--- src/rtl/dcache_pkg.sv ---
// Shared types for the direct-mapped data cache: FSM states and the line record.
// Line tag field is sized for the smallest legal index (SETS=2) so any legal SETS fits.
package dcache_pkg;

  localparam int unsigned DC_ADDR_W    = 32;
  localparam int unsigned DC_DATA_W    = 32;
  localparam int unsigned DC_SETS      = 8;
  localparam int unsigned DC_TAG_MAX_W = DC_ADDR_W - 3;

  typedef enum logic [1:0] {
    ST_IDLE,
    ST_REFILL,
    ST_WRITE,
    ST_RESP
  } dc_state_e;

  typedef struct packed {
    logic                    valid;
    logic [DC_TAG_MAX_W-1:0] tag;
    logic [DC_DATA_W-1:0]    data;
  } dc_line_t;

endpackage

--- src/rtl/dcache_line_array.sv ---
// Tag/data/valid storage: asynchronous read, one synchronous write port,
// valid bits cleared by the asynchronous reset (tag/data are never reset).
module dcache_line_array
  import dcache_pkg::*;
#(
  parameter int unsigned SETS  = DC_SETS,
  parameter int unsigned IDX_W = $clog2(SETS)
) (
  input  logic             i_clk,
  input  logic             i_rst_n,
  input  logic [IDX_W-1:0] i_ridx,
  output dc_line_t         o_rline,
  input  logic             i_we,
  input  logic [IDX_W-1:0] i_widx,
  input  dc_line_t         i_wline
);

  logic [SETS-1:0]         r_valid;
  logic [DC_TAG_MAX_W-1:0] r_tag  [SETS];
  logic [DC_DATA_W-1:0]    r_data [SETS];

  always_ff @(posedge i_clk or negedge i_rst_n) begin
    if (!i_rst_n) begin
      r_valid <= '0;
    end else if (i_we) begin
      r_valid[i_widx] <= i_wline.valid;
    end
  end

  always_ff @(posedge i_clk) begin
    if (i_we) begin
      r_tag[i_widx]  <= i_wline.tag;
      r_data[i_widx] <= i_wline.data;
    end
  end

  always_comb begin
    o_rline       = '0;
    o_rline.valid = r_valid[i_ridx];
    o_rline.tag   = r_tag[i_ridx];
    o_rline.data  = r_data[i_ridx];
  end

endmodule

--- src/rtl/dcache_direct_mapped.sv ---
// Direct-mapped, one-word-line, write-through/no-write-allocate data cache.
// Optional hit/miss counters are built when DCACHE_STATS_EN is defined.
module dcache_direct_mapped
  import dcache_pkg::*;
#(
  parameter int unsigned ADDR_W = DC_ADDR_W,
  parameter int unsigned DATA_W = DC_DATA_W,
  parameter int unsigned SETS   = DC_SETS
) (
  input  logic              clk_i,
  input  logic              rst_ni,
  input  logic              req_i,
  input  logic              we_i,
  input  logic [ADDR_W-1:0] addr_i,
  input  logic [DATA_W-1:0] wdata_i,
  output logic [DATA_W-1:0] rdata_o,
  output logic              ready_o,
  output logic              mem_req_o,
  output logic              mem_we_o,
  output logic [ADDR_W-1:0] mem_addr_o,
  output logic [DATA_W-1:0] mem_wdata_o,
  input  logic              mem_ack_i,
  input  logic [DATA_W-1:0] mem_rdata_i
`ifdef DCACHE_STATS_EN
  ,
  output logic [31:0]       hit_cnt_o,
  output logic [31:0]       miss_cnt_o
`endif
);

  localparam int unsigned IDX_W = $clog2(SETS);

  dc_state_e         r_state;
  logic              r_mem_req;
  logic              r_mem_we;
  logic [ADDR_W-1:0] r_mem_addr;
  logic [DATA_W-1:0] r_mem_wdata;

  logic [IDX_W-1:0]        w_idx;
  logic [DC_TAG_MAX_W-1:0] w_tag;
  logic [ADDR_W-1:0]       w_word_addr;
  dc_line_t                w_rline;
  dc_line_t                w_wline;
  logic                    w_line_we;
  logic                    w_hit;
  logic                    w_ready;
  logic                    w_unused_addr;

  assign w_idx         = addr_i[IDX_W+1:2];
  assign w_tag         = DC_TAG_MAX_W'(addr_i[ADDR_W-1:IDX_W+2]);
  assign w_word_addr   = {addr_i[ADDR_W-1:2], 2'b00};
  assign w_unused_addr = &{1'b0, addr_i[1:0]};
  assign w_hit         = w_rline.valid && (w_rline.tag == w_tag);

  dcache_line_array #(
    .SETS  (SETS),
    .IDX_W (IDX_W)
  ) u_lines (
    .i_clk   (clk_i),
    .i_rst_n (rst_ni),
    .i_ridx  (w_idx),
    .o_rline (w_rline),
    .i_we    (w_line_we),
    .i_widx  (w_idx),
    .i_wline (w_wline)
  );

  // Refill always allocates; a store only touches the line when it already hits.
  always_comb begin
    w_line_we     = mem_ack_i && ((r_state == ST_REFILL) || ((r_state == ST_WRITE) && w_hit));
    w_wline       = '0;
    w_wline.valid = 1'b1;
    w_wline.tag   = w_tag;
    w_wline.data  = (r_state == ST_REFILL) ? mem_rdata_i : wdata_i;
  end

  always_ff @(posedge clk_i or negedge rst_ni) begin
    if (!rst_ni) begin
      r_state     <= ST_IDLE;
      r_mem_req   <= 1'b0;
      r_mem_we    <= 1'b0;
      r_mem_addr  <= '0;
      r_mem_wdata <= '0;
    end else begin
      case (r_state)
        ST_IDLE: begin
          if (req_i && we_i) begin
            r_state     <= ST_WRITE;
            r_mem_req   <= 1'b1;
            r_mem_we    <= 1'b1;
            r_mem_addr  <= w_word_addr;
            r_mem_wdata <= wdata_i;
          end else if (req_i && !w_hit) begin
            r_state    <= ST_REFILL;
            r_mem_req  <= 1'b1;
            r_mem_we   <= 1'b0;
            r_mem_addr <= w_word_addr;
          end
        end
        ST_REFILL, ST_WRITE: begin
          if (mem_ack_i) begin
            r_state   <= ST_RESP;
            r_mem_req <= 1'b0;
            r_mem_we  <= 1'b0;
          end
        end
        ST_RESP: r_state <= ST_IDLE;
        default: r_state <= ST_IDLE;
      endcase
    end
  end

  assign w_ready     = (r_state == ST_RESP) ||
                       ((r_state == ST_IDLE) && req_i && !we_i && w_hit);
  assign ready_o     = w_ready;
  assign rdata_o     = (w_ready && !we_i) ? w_rline.data : '0;
  assign mem_req_o   = r_mem_req;
  assign mem_we_o    = r_mem_we;
  assign mem_addr_o  = r_mem_addr;
  assign mem_wdata_o = r_mem_wdata;

`ifdef DCACHE_STATS_EN
  logic        w_cnt_hit;
  logic        w_cnt_miss;
  logic [31:0] r_hit_cnt;
  logic [31:0] r_miss_cnt;

  // Reads count at ready (hit in IDLE, miss in RESP); writes count in RESP by line state.
  assign w_cnt_hit  = w_ready && (we_i ? w_hit : (r_state == ST_IDLE));
  assign w_cnt_miss = w_ready && !w_cnt_hit;

  always_ff @(posedge clk_i or negedge rst_ni) begin
    if (!rst_ni) begin
      r_hit_cnt  <= '0;
      r_miss_cnt <= '0;
    end else begin
      if (w_cnt_hit)  r_hit_cnt  <= r_hit_cnt + 32'd1;
      if (w_cnt_miss) r_miss_cnt <= r_miss_cnt + 32'd1;
    end
  end

  assign hit_cnt_o  = r_hit_cnt;
  assign miss_cnt_o = r_miss_cnt;
`endif

endmodule
--- config.mk ---
export PLATFORM = sky130hd
export DESIGN_NAME = dcache_direct_mapped
export DESIGN_NICKNAME = d
export VERILOG_FILES = /design/src/rtl/dcache_pkg.sv /design/src/rtl/dcache_line_array.sv /design/src/rtl/dcache_direct_mapped.sv
export SDC_FILE = /design/constraint.sdc
export NUM_CORES = 1
export LEC_CHECK = 0
export BUFFER_PORTS_ARGS = -buffer_cell sky130_fd_sc_hd__buf_2
export CAP_MARGIN = 20
export CORE_MARGIN = 2
export CORE_UTILIZATION = 59
export DETAILED_ROUTE_END_ITERATION = 10
export PLACE_DENSITY = 0.79
export REMOVE_ABC_BUFFERS = 1
export SYNTH_ARGS = -nofsm -noshare
export SYNTH_HDL_FRONTEND = slang
export SYNTH_SLANG_ARGS = --single-unit
--- constraint.sdc ---
create_clock -name clk_i -period 6.23 [get_ports clk_i]
set_clock_uncertainty 0.05 [all_clocks]
set_input_delay 0.623 -clock clk_i [delete_from_list [all_inputs] [get_ports clk_i]]
set_output_delay 0.623 -clock clk_i [all_outputs]
set_load 0.005 [all_outputs]
Word level (Yosys, flattened, before mapping):

Memory sizes are Yosys's and may differ from the RTL's.
Cells that the tools add are included.

* input port bits: 101
* memories kept: 2
* memory bits (writable): 472
* flip-flop bits (word level): 76

Memories
* u_lines.r_data: depth 8, width 32, read ports 1, clocked after Yosys merged registers in 0, write ports 1, RTL line dcache_line_array.sv:20 `logic [DC_DATA_W-1:0] r_data [SETS];`
* u_lines.r_tag: depth 8, width 27, read ports 1, clocked after Yosys merged registers in 0, write ports 1, RTL line dcache_line_array.sv:19 `logic [DC_TAG_MAX_W-1:0] r_tag [SETS];`

* muxes and demuxes: 21
* $lt $le $gt $ge: 2
* bitwise operators: 1
* equality and inequality tests: 6
* reduce and logical (&&, ||, !) cells: 22

Operator list (number)
* 32-bit two-way mux: 4
* 29-bit by 27-bit == test with 1-bit output: 1
* 1-bit logical AND: 10
* 1-bit two-way mux: 9
* 8-bit OR: 1
* 2-bit two-way mux: 3
* 2-bit one-hot mux with 3 select lines: 1
* 2-bit AND reduction: 3
* 2-bit == test, second input constant: 2
* 3-bit by 4-bit < comparator with 1-bit output, second input constant: 1
* 1-bit one-hot mux with 2 select lines: 2
* 2-bit nonzero test: 2
* 1-bit binary-select mux with 3-bit select: 1
* 1-bit demux with 3-bit select: 1
* 3-bit by 1-bit >= comparator with 1-bit output, second input constant: 1
* 3-bit != test, second input constant: 1
* 3-bit AND reduction: 1
* 2-bit by 1-bit == test with 1-bit output, second input constant: 1
* 1-bit logical NOT: 2
* 2-bit logical NOT: 1
* 1-bit logical OR: 2
* 2-bit != test, second input constant: 1
* 2-bit OR reduction: 1

Depth between registers and ports, before layout:

* depth after elaboration: 8
* gate-level depth with buffers: 12
* gate-level depth less buffers: 8

Hierarchy:

A second synthesis with hierarchy kept.

* cells, all modules: 1032
* area total of the unflattened synthesis: 22934.5 um2

Modules (own cells, without submodules)
* dcache_line_array: seq. area each 14854.2 um2, times used 1, area each 19080.8 um2, cells an instance 737
* dcache_direct_mapped: seq. area each 1651.6 um2, times used 1, area each 3853.7 um2, cells an instance 295

Worst setup path after synthesis:

No wires, ideal clock.

* path type: input port to flip-flop
* from: input port addr_i[3]
* to: memory u_lines.r_data[0][0], enable pin
* library setup time: 0.476 ns
* data required time: 5.704 ns
* arrival: 5.196 ns
* cell stages on the path: 12
* path buffers: 4
* path slack: 0.508 ns
* path through: buf_6 buf_6 buf_2 mux4_2 mux2i_1 xor2_1 nand3b_1 nor4_2 and4_4 a31oi_2 buf_2 nor2_1

* word-level cells in the longest chain between the ends: 8

Ends and longest elaborated chain
* start, declared: RTL line dcache_direct_mapped.sv:14 `input logic [ADDR_W-1:0] addr_i,`
* memory read 8 x 27 bit or 1-bit binary-select mux with 3-bit select (tied branches)
* 29-bit by 27-bit == test with 1-bit output or 1-bit two-way mux (tied branches): RTL line dcache_direct_mapped.sv:53, dcache_line_array.sv:39
* 1-bit logical AND: RTL line dcache_direct_mapped.sv:53 `assign w_hit = w_rline.valid && (w_rline.tag == w_tag);`
* 1-bit logical AND: RTL line dcache_direct_mapped.sv:70 `w_line_we = mem_ack_i && ((r_state == ST_REFILL) || ((r_state == ST_WRITE) && w_hit));`
* 1-bit logical OR: RTL line dcache_direct_mapped.sv:70
* 1-bit logical AND: RTL line dcache_direct_mapped.sv:70
* 1-bit two-way mux: RTL line dcache_line_array.sv:31 `if (i_we) begin`
* 1-bit two-way mux (not written as such): RTL line dcache_line_array.sv:33 `r_data[i_widx] <= i_wline.data;`
* end, declared: RTL line dcache_line_array.sv:20

Several ways; a longest one is shown, not always the timed one. The select of a mux whose other input is x is not followed.

Worst setup path after layout:

* from: input port addr_i[3]
* to: output port rdata_o[31]

* word-level cells in the longest chain between the ends: 7

Ends and longest elaborated chain
* memory read 8 x 27 bit or 1-bit binary-select mux with 3-bit select (tied branches)
* 29-bit by 27-bit == test with 1-bit output or 1-bit two-way mux (tied branches): RTL line dcache_direct_mapped.sv:53, dcache_line_array.sv:39
* 1-bit logical AND: RTL line dcache_direct_mapped.sv:53
* 1-bit logical AND: RTL line dcache_direct_mapped.sv:114 `((r_state == ST_IDLE) && req_i && !we_i && w_hit);`
* 1-bit logical OR: RTL line dcache_direct_mapped.sv:113 `assign w_ready = (r_state == ST_RESP) ||`
* 1-bit logical AND: RTL line dcache_direct_mapped.sv:116 `assign rdata_o = (w_ready && !we_i) ? w_rline.data : '0;`
* 32-bit two-way mux *: RTL line dcache_direct_mapped.sv:116
* end, declared: RTL line dcache_direct_mapped.sv:16 `output logic [DATA_W-1:0] rdata_o,`

Every way passes the cells marked *; elsewhere a longest branch is shown, timed or not. The select of a mux whose other input is x is not followed.

==> run metrics <==
number of synthesized flops with an enable pin=472; total power divided by cell area=379 mW/mm^2; DRT Pass-1 Iters=5; TritonCTS buffer count=53; number of synthesis warnings=0; TritonCTS Sinks=546; Hold Violations, Final=0; Final Slew Violations=0; CP max FO=45; setup ws final=between 1 and 1.5 ns; status=completed; max_cap viols=0; critical path type=in -> out; Setup crit start kind=primary input; setup TNS=0 ns; leakage power=8.85 nW; worst slew pin tran=1.10 ns; DP Worst Slack=between 1 and 1.5 ns; Placer Congestion=0.801; Post-CTS Setup Bufs=0; Top FF cell, synth=edfxtp_1; via density per instance=6.24; total congestion overflow=0; nets@finish=~1500; RSZ-0062 raised after global routing=no; row cnt=69; ANT nets after route=0; fraction of registers with async set/reset=13.6%; Mapped Area=0.0215 mm^2; DIE WIDTH=195 um; clock insertion delay at the later pin of the skew report=0.59 ns; Clk Tree Root Cell=clkbuf_16; WHS=between 0.2 and 0.25 ns; initial antenna violation count=0; largest net degree at the start of global routing=50; fin crit period=roughly 5 ns; CP Capture Type=output pin; synthesized area per cell=18.0 um^2; Worst R2R Setup Slack=~2.5 ns; starting DRC count in detailed routing=1115; crit share post-route=81.0%; WL per Instance=roughly 25 um; hold path endpoint=mem_wdata_o[16]; Core Area=0.0357 mm^2; Post-Route WL=47.8 mm; first-pass GRT wire length=72.1 mm; RR Startpoint=u_lines.r_tag[4][3]; hold depth=2; overall routing resource usage=25.3%; Syn Inst Count=1193; Worst Hold Class=in -> reg; Initial Utilization=60.2%; area of the multi-input gates=approximately 0.005 mm^2; ANT cells=0; worst path required time=5.56 ns; synth-to-layout area growth=15.8%; vias in the first global route=roughly 12000; HPWL after DPL=26.9 mm; number of gates resized after CTS=0; Reg area=around 0.016 mm^2; setup violators final=0; Port Buf Inserts=between 150 and 200; Hold Startpoint=wdata_i[16]; I/O Pins=200; max_slew headroom=about a quarter; Max IR drop VDD=0.282 mV; Synth Register Bits=approximately 550; TritonCTS clock tree=built; maximum root-to-sink buffer count=3; FF-to-FF path depth=10; H-tree depth=2; sequential area share after synthesis=74.7%; Synth cell types=61; reg2reg end=u_lines.r_tag[3][14]; Via Count=about 12000; die height=roughly 190 um; Max Fclk=between 0.15 and 0.2 GHz; Filler Cell Count=2218; DRC viols=0; CTS clock-pin slew for the worst setup and hold paths=about 0.060 ns; crit path launch=addr_i[3]; die area=0.0379 mm^2; Worst EP arrival=4.38 ns; share of layout cells above drive strength 1=34.1%
-- worst max-delay path, stage by stage --
cell and delay (ns):
buf_4 0.57, buf_4 0.40, nand2b_1 0.40, o22ai_1 0.14
o21ai_0 0.22, nand3b_1 0.14, nor4b_2 0.43, and4_4 0.34
a21oi_4 0.18, buf_4 0.31, nor4_1 0.33, buf_2 0.18
-- logic make-up (layout without fill, tap and decap cells) --
| group | count (synthesis) | count (layout) | share of synthesized area [%] |
|---|---|---|---|
| other | 1 | 2 | 0.0175 |
| DFF | 546 | 546 | 74.7 |
| muxes | 218 | 218 | 13.4 |
| AOI/OAI and AO/OA | 170 | 170 | 5.36 |
| buffers and inverters | 76 | 338 | 1.80 |
| xor gates and xnor gates | 19 | 19 | 0.775 |
| adders and majority gates | 5 | 5 | 0.291 |
| and+or+nand+nor | 158 | 158 | 3.68 |
-- cells in the final DEF, fill, tap and decap left out, types with 13 or more instances in the layout --
cell	synthesis	final
nor2_1	60	52
dfrtp_1	74	74
o21ai_0	13	13
buf_4	6	32
nor3_1	23	23
xor2_1	17	17
clkbuf_1	27	13
mux2_2	115	115
o22ai_1	72	72
nand2_1	32	30
buf_2	19	191
edfxtp_1	472	472
mux2i_1	59	59
o221ai_1	15	15
mux4_2	44	44
a21oi_1	22	22
clkbuf_16	0	55
-- worst max path at each step --
stage,cells past startpoint,end
3_5_place_dp,12,rdata_o[31]
5_1_grt,12,rdata_o[31]
4_1_cts,12,rdata_o[31]
2_1_floorplan,8,u_lines.r_data[0][0]
6_report,12,rdata_o[31]
3_3_place_gp,12,rdata_o[31]
-- synth_stat cells, types with 19 or more instances --
cell type / instances / area, um^2
nand2_1: 32 / 120
mux2i_1: 59 / 591
nor3_1: 23 / 115
o22ai_1: 72 / 450
nor2_1: 60 / 225
mux4_2: 44 / 991
buf_2: 19 / 95.1
dfrtp_1: 74 / 1850
edfxtp_1: 472 / 14200
clkbuf_1: 27 / 101
mux2_2: 115 / 1290
a21oi_1: 22 / 110
-- sequential cells by signal, summed over array words and instances, names as in the netlist --
| register | cells |
|---|---|
| mem_addr_o | 30 |
| mem_req_o | 1 |
| mem_wdata_o | 32 |
| mem_we_o | 1 |
| r_state | 2 |
| u_lines.r_data | 256 |
| u_lines.r_tag | 216 |
| u_lines.r_valid | 8 |
-- report_power, final --
group	leakage, nW	switching, mW	internal, mW	total, mW
combinational	2.84	0.848	0.664	1.51
clock	0.873	1.33	1.95	3.27
sequential	5.13	0.140	4.49	4.64
-- timing repair --
item,4_1_cts,5_1_grt
setup endpoints to repair,0,0
hold buffers,1,0
endpoints found under the hold margin,27,0
-- layer usage --
layer | up-vias | part of all wire, % | GRT usage [%]
li1 | 5203 | - | -
met1 | 6170 | 41 | 35.1
met2 | 504 | 50 | 42.1
met3 | 90 | 6.2 | 3.28
met4 | 0 | 2.6 | 8.49
met5 | - | 0 | 0
-- final cells by class --
class                   instances  share of cell area (%)
repair buffers                228                    5.20
flip-flops and latches        546                    64.5
clock buffers                  71                    5.90
clock inverters                29                    1.33
multi-input cells             572                    20.6
well taps                     461                    2.32
inverters                      10                   0.151
-- stage by stage --
stage / utilization (%) / power [mW] / cell area (um^2) / instances
4_1_cts: 69.6 / 9.46 / 24800 / 1916
6_report: 69.7 / 9.42 / 24900 / 1917
2_1_floorplan: - / 5.52 / 21100 / 1128
5_1_grt: 69.7 / 9.74 / 24900 / 1917
3_3_place_gp: 64.6 / 6.15 / 23000 / 1815
3_5_place_dp: 64.6 / 6.21 / 23000 / 1815
Power figures use the tool's default switching activity.
